`config.mk`:
```
export PLATFORM = sky130hd
export DESIGN_NAME = ddfs_ftw_loader_flat
export DESIGN_NICKNAME = d
export VERILOG_FILES = /design/src/rtl/ddfs_pkg.sv /design/src/rtl/ddfs_ftw_loader_if.sv /design/src/rtl/ddfs_gap_timer.sv /design/src/rtl/ddfs_ftw_loader.sv /design/src/flat_wrapper.sv
export SDC_FILE = /design/constraint.sdc
export NUM_CORES = 1
export LEC_CHECK = 0
export CAP_MARGIN = 20
export CORE_MARGIN = 3
export CORE_UTILIZATION = 45
export CTS_CLUSTER_SIZE = 24
export DETAILED_ROUTE_END_ITERATION = 8
export HOLD_SLACK_MARGIN = 0.08
export PLACE_DENSITY = 0.7
export SLEW_MARGIN = 20
export SYNTH_ARGS = -nofsm -noshare
export SYNTH_HDL_FRONTEND = slang
export SYNTH_SLANG_ARGS = --single-unit
```
`constraint.sdc`:
```
create_clock -name Clock -period 1.6 [get_ports Clock]
set_input_delay 0.32 -clock Clock [delete_from_list [all_inputs] [get_ports Clock]]
set_output_delay 0.32 -clock Clock [all_outputs]
set_load 0.05 [all_outputs]
```
`src/rtl/ddfs_pkg.sv`:
```
// Shared DDFS definitions: tuning-word width, loader state encoding and
// helpers for deriving the beat count from the word and bus widths.
package ddfs_pkg;

  localparam int FTW_W = 48;

  typedef enum logic [1:0] {
    IDLE    = 2'd0,
    COLLECT = 2'd1,
    COMMIT  = 2'd2
  } loader_state_e;

  function automatic int calc_nbeats(input int data_w, input int bus_w);
    return data_w / bus_w;
  endfunction

  function automatic bit width_ok(input int data_w, input int bus_w);
    return (bus_w > 0) && (bus_w <= data_w) && ((data_w % bus_w) == 0);
  endfunction

endpackage

```
`src/rtl/ddfs_ftw_loader_if.sv`:
```
// Host write channel into the FTW loader: one beat per WrValid&&WrReady,
// WrLast marks the final beat of a tuning-word frame.
interface ddfs_ftw_loader_if #(
  parameter int BUS_W = 8
);

  logic [BUS_W-1:0] WrData;
  logic             WrValid;
  logic             WrLast;
  logic             WrReady;

  modport master (output WrData, output WrValid, output WrLast, input WrReady);
  modport slave  (input WrData, input WrValid, input WrLast, output WrReady);

endinterface

```
`src/rtl/ddfs_gap_timer.sv`:
```
// Idle-gap watchdog: counts enabled cycles since the last clear and flags
// the cycle on which the count would reach TIMEOUT (TIMEOUT=0 disables it).
module ddfs_gap_timer #(
  parameter int TIMEOUT = 1024
) (
  input  logic Clock,
  input  logic Reset,
  input  logic clear,
  input  logic enable,
  output logic expire
);

  localparam int CNT_W = (TIMEOUT > 1) ? $clog2(TIMEOUT + 1) : 1;
  localparam logic [CNT_W-1:0] LIMIT = CNT_W'((TIMEOUT > 0) ? (TIMEOUT - 1) : 0);

  logic [CNT_W-1:0] gap_q;
  logic [CNT_W-1:0] gap_d;

  always_comb begin
    gap_d = gap_q;
    if (clear || (TIMEOUT == 0)) begin
      gap_d = '0;
    end else if (enable) begin
      gap_d = gap_q + CNT_W'(1);
    end
  end

  always_ff @(posedge Clock) begin
    if (!Reset) begin
      gap_q <= '0;
    end else begin
      gap_q <= gap_d;
    end
  end

  // Fires on the idle cycle that would make the gap equal TIMEOUT.
  assign expire = (TIMEOUT != 0) && enable && !clear && (gap_q == LIMIT);

endmodule

```
`src/rtl/ddfs_ftw_loader.sv`:
```
// Host-side writer for the DDFS tuning-word load register: assembles MSB-first
// beats into a word, checks framing and gaps, then commits with a 1-cycle strobe.
module ddfs_ftw_loader
  import ddfs_pkg::*;
#(
  parameter int DATA_W      = FTW_W,
  parameter int BUS_W       = 8,
  parameter int TIMEOUT     = 1024,
  parameter int SYNC_COMMIT = 0
) (
  input  logic              Clock,
  input  logic              Reset,
  ddfs_ftw_loader_if.slave  wr,
  input  logic              CommitSync,
  output logic [DATA_W-1:0] FtwOut,
  output logic              FtwLoad,
  output logic              Busy,
  output logic              ErrFrame,
  output logic              ErrTimeout
);

  generate
    if (!width_ok(DATA_W, BUS_W)) begin : g_bad_width
      $error("ddfs_ftw_loader: DATA_W must be a non-zero multiple of BUS_W");
    end
  endgenerate

  localparam int NBEATS = calc_nbeats(DATA_W, BUS_W);
  localparam int CNT_W  = $clog2(NBEATS + 1);
  localparam logic [CNT_W-1:0] LAST_IDX = CNT_W'(NBEATS - 1);

  loader_state_e     state_q, state_d;
  logic [CNT_W-1:0]  count_q, count_d;
  logic [DATA_W-1:0] shift_q, shift_d;
  logic [DATA_W-1:0] ftw_q, ftw_d;
  logic              load_q, load_d;
  logic              ready_q, ready_d;
  logic              busy_q, busy_d;
  logic              err_frame_q, err_frame_d;
  logic              err_timeout_q, err_timeout_d;

  logic accept;
  logic gap_expire;

  assign accept = wr.WrValid && ready_q;

  ddfs_gap_timer #(
    .TIMEOUT (TIMEOUT)
  ) u_gap_timer (
    .Clock  (Clock),
    .Reset  (Reset),
    .clear  (accept || (state_q != COLLECT)),
    .enable (state_q == COLLECT),
    .expire (gap_expire)
  );

  always_comb begin
    state_d       = state_q;
    count_d       = count_q;
    shift_d       = shift_q;
    ftw_d         = ftw_q;
    load_d        = 1'b0;
    err_frame_d   = 1'b0;
    err_timeout_d = 1'b0;

    if (accept) begin
      shift_d = (shift_q << BUS_W) | DATA_W'(wr.WrData);
    end

    case (state_q)
      IDLE: begin
        if (accept) begin
          if (NBEATS == 1) begin
            if (wr.WrLast) begin
              state_d = COMMIT;
              count_d = CNT_W'(1);
            end else begin
              err_frame_d = 1'b1;
            end
          end else if (wr.WrLast) begin
            err_frame_d = 1'b1;
          end else begin
            state_d = COLLECT;
            count_d = CNT_W'(1);
          end
        end
      end

      COLLECT: begin
        // count_q holds the beats already taken, so LAST_IDX means this is the final one.
        if (accept) begin
          if (wr.WrLast && (count_q == LAST_IDX)) begin
            state_d = COMMIT;
            count_d = count_q + CNT_W'(1);
          end else if (wr.WrLast || (count_q == LAST_IDX)) begin
            err_frame_d = 1'b1;
            state_d     = IDLE;
            count_d     = '0;
          end else begin
            count_d = count_q + CNT_W'(1);
          end
        end else if (gap_expire) begin
          err_timeout_d = 1'b1;
          state_d       = IDLE;
          count_d       = '0;
        end
      end

      COMMIT: begin
        if ((SYNC_COMMIT == 0) || CommitSync) begin
          ftw_d   = shift_q;
          load_d  = 1'b1;
          state_d = IDLE;
          count_d = '0;
        end
      end

      default: begin
        state_d = IDLE;
        count_d = '0;
      end
    endcase

    ready_d = (state_d != COMMIT);
    busy_d  = (state_d != IDLE);
  end

  always_ff @(posedge Clock) begin
    if (!Reset) begin
      state_q       <= IDLE;
      count_q       <= '0;
      shift_q       <= '0;
      ftw_q         <= '0;
      load_q        <= 1'b0;
      ready_q       <= 1'b0;
      busy_q        <= 1'b0;
      err_frame_q   <= 1'b0;
      err_timeout_q <= 1'b0;
    end else begin
      state_q       <= state_d;
      count_q       <= count_d;
      shift_q       <= shift_d;
      ftw_q         <= ftw_d;
      load_q        <= load_d;
      ready_q       <= ready_d;
      busy_q        <= busy_d;
      err_frame_q   <= err_frame_d;
      err_timeout_q <= err_timeout_d;
    end
  end

  assign wr.WrReady = ready_q;
  assign FtwOut     = ftw_q;
  assign FtwLoad    = load_q;
  assign Busy       = busy_q;
  assign ErrFrame   = err_frame_q;
  assign ErrTimeout = err_timeout_q;

endmodule

```
`src/flat_wrapper.sv`:
```
// flat-port wrapper written by rule: the top's interface ports become plain ports
module ddfs_ftw_loader_flat import ddfs_pkg::*;
#(
  parameter int DATA_W      = FTW_W,
  parameter int BUS_W       = 8,
  parameter int TIMEOUT     = 1024,
  parameter int SYNC_COMMIT = 0
)
  (Clock, Reset, CommitSync, FtwOut, FtwLoad, Busy, ErrFrame, ErrTimeout, wr_WrData, wr_WrValid, wr_WrLast, wr_WrReady);
  ddfs_ftw_loader_if #(.BUS_W(BUS_W)) wr_i ();
  input  logic Clock;
  input  logic Reset;
  input  logic CommitSync;
  output logic [DATA_W-1:0] FtwOut;
  output logic FtwLoad;
  output logic Busy;
  output logic ErrFrame;
  output logic ErrTimeout;
  input wire logic [$bits(wr_i.WrData)-1:0] wr_WrData;
  input wire logic [$bits(wr_i.WrValid)-1:0] wr_WrValid;
  input wire logic [$bits(wr_i.WrLast)-1:0] wr_WrLast;
  output wire logic [$bits(wr_i.WrReady)-1:0] wr_WrReady;
  assign wr_i.WrData = wr_WrData;
  assign wr_i.WrValid = wr_WrValid;
  assign wr_i.WrLast = wr_WrLast;
  assign wr_WrReady = wr_i.WrReady;
  ddfs_ftw_loader #(.DATA_W(DATA_W), .BUS_W(BUS_W), .TIMEOUT(TIMEOUT), .SYNC_COMMIT(SYNC_COMMIT)) u_core (.Clock(Clock), .Reset(Reset), .wr(wr_i), .CommitSync(CommitSync), .FtwOut(FtwOut), .FtwLoad(FtwLoad), .Busy(Busy), .ErrFrame(ErrFrame), .ErrTimeout(ErrTimeout));
endmodule
```
==> results.md <==
- Vias in the first global route: ~3600
- Ys async rst share: 0
- CTS tree: built
- # rows: 35
- Final clock period utilization by the worst path: 0.994
- Crit path depth: 5
- GP Congestion: 0.766
- Layout cells sized above 1: 0.236
- Post-Syn Area: 4490 µm²
- Clock Sink Count: 117
- Maximum number of pins on one net before global-route repair: between 90 and 100
- Final Hold Viols: 0
- First-pass GRT wire length: 16800 µm
- Area delta synth->final: 34.8%
- Vias: 3709
- H-tree depth: 4
- Worst path cell trace: ha_4 -> nand3_4 -> or4_4 -> a22o_1 -> or2_1
- Longest Clk Path Bufs: 2
- Initial drt markers: 162
- Grt ovf: 0
- Max IR drop VDD: 0.807 mV
- RSZ-0062 raised after global routing: yes
- R2r worst-path depth: 5
- Post-Syn Area per Cell: 8.57 µm²
- Critical-path top delay cell: or4_4
- Final wirelength: 9960 µm
- Drc violations: 0
- Root buf cell: clkbuf_8
- CP max FO: 3
- Final setup violation count: 0
- Slowest Stage Delay on Critical Path: ~0.44 ns
- Top_reg_cell synth: dfxtp_1
- Crit Path Category: reg2reg
- Commonest non-fill, non-tap cell in the layout: nand2_1
- Seq/Total Area, Yosys: 0.522
- Worst-path clk slew: roughly 0.06 ns
- R2R Path Start: u_core.u_gap_timer.gap_q[1]
- CTS buffer count: 17
- Clock Skew: about 0.0044 ns
- F_max: 629 MHz
- Timing startpoint of the critical path: u_core.u_gap_timer.gap_q[1]
- Cell Pwr Density: 1180 nW/µm²
- NumNets Final: 620
- Maxcap violations: 0
- Fin crit period: 1.59 ns
- CP Launch Type: flip-flop
- Die width: 106 µm
- Register bit count reported by yosys: approximately 120
- Reg2reg end: u_core.Busy
- Relative slew slack: 0.771
- Final Max Tran Viols: 0
- Initial core utilization: 0.475
- Die Y-Extent: 106 µm
- Synth Warn #: 0
- Worst path buffer plus inverter count: 0
- Port Buf Inserts: 64
- Post-layout util: 0.640
- I/O pin cnt: 66
- Total power: a little over 0.007 W
- Drt pass-1 iters: 4
- Detailed Place HPWL: between 6000 and 7000 µm
- Distinct cells, synth: 42
- CP Capture Type: flip-flop
- WL/cell: about 13 µm
- Status: completed
- Least-Margin Pin Slew: 0.344 ns
- Arrival @ worst endpoint: 1.99 ns
- Post-synth EDFFs: 0
- CP top delay family: simple AND/OR/NAND/NOR gates
- Diode count: 0
- DIE AREA: roughly 11000 µm²
- Vias per cell: around 5.0
- Hold crit path type: in2reg
- Initial antenna violation count: 0
- Critical Path Sink: u_core.Busy
- R2R setup slack: 0.009 ns
- Mapped Nets: 542
- Syn Inst Count: 524
- Core footprint: 9460 µm²
- Global Route Usage Sum: 0.185
- Final ANT Viol Nets: 0
- Pleak: about 2.2 nW
- Commonest non-fill, non-tap cells in the layout: nand2_1, dfxtp_1, a21boi_0
- Clk_lat worst skew: 0.50 ns
- CP required: 1.99 ns
## per-layer routing
layer  wire length [µm]  global-route usage
met5                  0                   0
met3                388              0.0435
met1               4590               0.228
met2               4860               0.312
met4                125              0.0722
## area by class of cell
| class | instances | area [µm²] |
|---|---|---|
| Clock buffer | 20 | 445 |
| Clock inverter | 12 | 178 |
| Fill cell | 833 | 3410 |
| Timing Repair Buffer | 94 | 816 |
| Tap cell | 129 | 161 |
| Multi-Input combinational cell | 366 | 2080 |
| Inverter | 6 | 22.5 |
| Sequential cell | 117 | 2350 |
## synth_stat cells, types with 2 or more instances
cell type	n	area [µm²]
a21boi_0	96	721
a21oi_1	3	15.0
and2_1	5	31.3
and3_2	3	22.5
buf_1	2	7.51
buf_2	2	10.0
clkbuf_1	29	109
dfxtp_1	117	2340
ha_1	5	62.6
inv_1	6	22.5
nand2_1	196	736
nand3_1	2	10.0
nand4_1	3	18.8
nor2_1	14	52.6
nor2b_1	2	12.5
nor3_1	4	20.0
o21ai_0	4	20.0
or3_1	2	12.5
xnor2_1	3	26.3
xor2_1	4	35.0
## what timing repair did
| item | in CTS | in global routing |
|---|---|---|
| pin swaps | 3 | 4 |
| gates resized for setup | 9 | 15 |
| gates cloned | 0 | 0 |
| hold buffers | 0 | 0 |
| setup buffers | 1 | 0 |
| endpoints found under the setup margin | 3 | 4 |
## report_power, final
| part | switching (W) | internal [W] | total [W] |
|---|---|---|---|
| clock network | 0.00130 | 0.00261 | 0.00391 |
| logic | 0.000133 | 0.000111 | 0.000244 |
| registers | 0.0000192 | 0.00294 | 0.00296 |
| total | 0.00146 | 0.00566 | 0.00711 |
## metrics by stage
stage	hold slack (ns)	instance area [µm²]	setup slack, ns	instances	TNS [ns]
final	0.202	6050	0.00938	744	0
after detailed placement	0.450	5320	-0.259	711	-3.64
after CTS	0.177	5970	-0.00482	744	-0.00890
after floorplan	0.408	4490	0.00317	524	0
after global placement	0.448	5320	-0.234	711	-2.27
after global routing	0.199	6050	-0.0252	744	-0.0252
## worst min-delay path by stage
stage	from	to	cells past startpoint
2_1_floorplan	u_core.u_gap_timer.gap_q[0]	u_core.u_gap_timer.gap_q[0]	1
3_3_place_gp	u_core.FtwOut[46]	u_core.FtwOut[46]	2
3_5_place_dp	u_core.FtwOut[46]	u_core.FtwOut[46]	2
4_1_cts	Reset	u_core.count_q[2]	2
5_1_grt	Reset	u_core.count_q[2]	2
6_report	Reset	u_core.count_q[2]	2
## flip-flops by register name (all words and copies together) (netlist names)
signal,cells
u_core.FtwOut,48
u_core.shift_q,48
u_core.u_gap_timer.gap_q,11
u_core.count_q,3
u_core.state_q,2
u_core.Busy,1
u_core.ErrFrame,1
u_core.ErrTimeout,1
u_core.FtwLoad,1
u_core.wr.WrReady,1
## worst register-to-register path, delay by kind of cell (launching register included)
family                     cells  cell delay, ns
adders and majority gates      1            0.15
and+or+nand+nor                3            0.74
AOI/OAI and AO/OA              1            0.24
DFF                            1            0.35
## kinds of logic after synthesis
family                     Yosys count  share of synthesized area
adders and majority gates            5                     0.0139
buffers and inverters               41                     0.0387
xor gates and xnor gates             7                     0.0137
DFF                                117                      0.522
and+or+nand+nor                    242                      0.225
muxes                                1                    0.00223
AOI/OAI and AO/OA                  111                      0.185
Power figures use the tool's default switching activity.
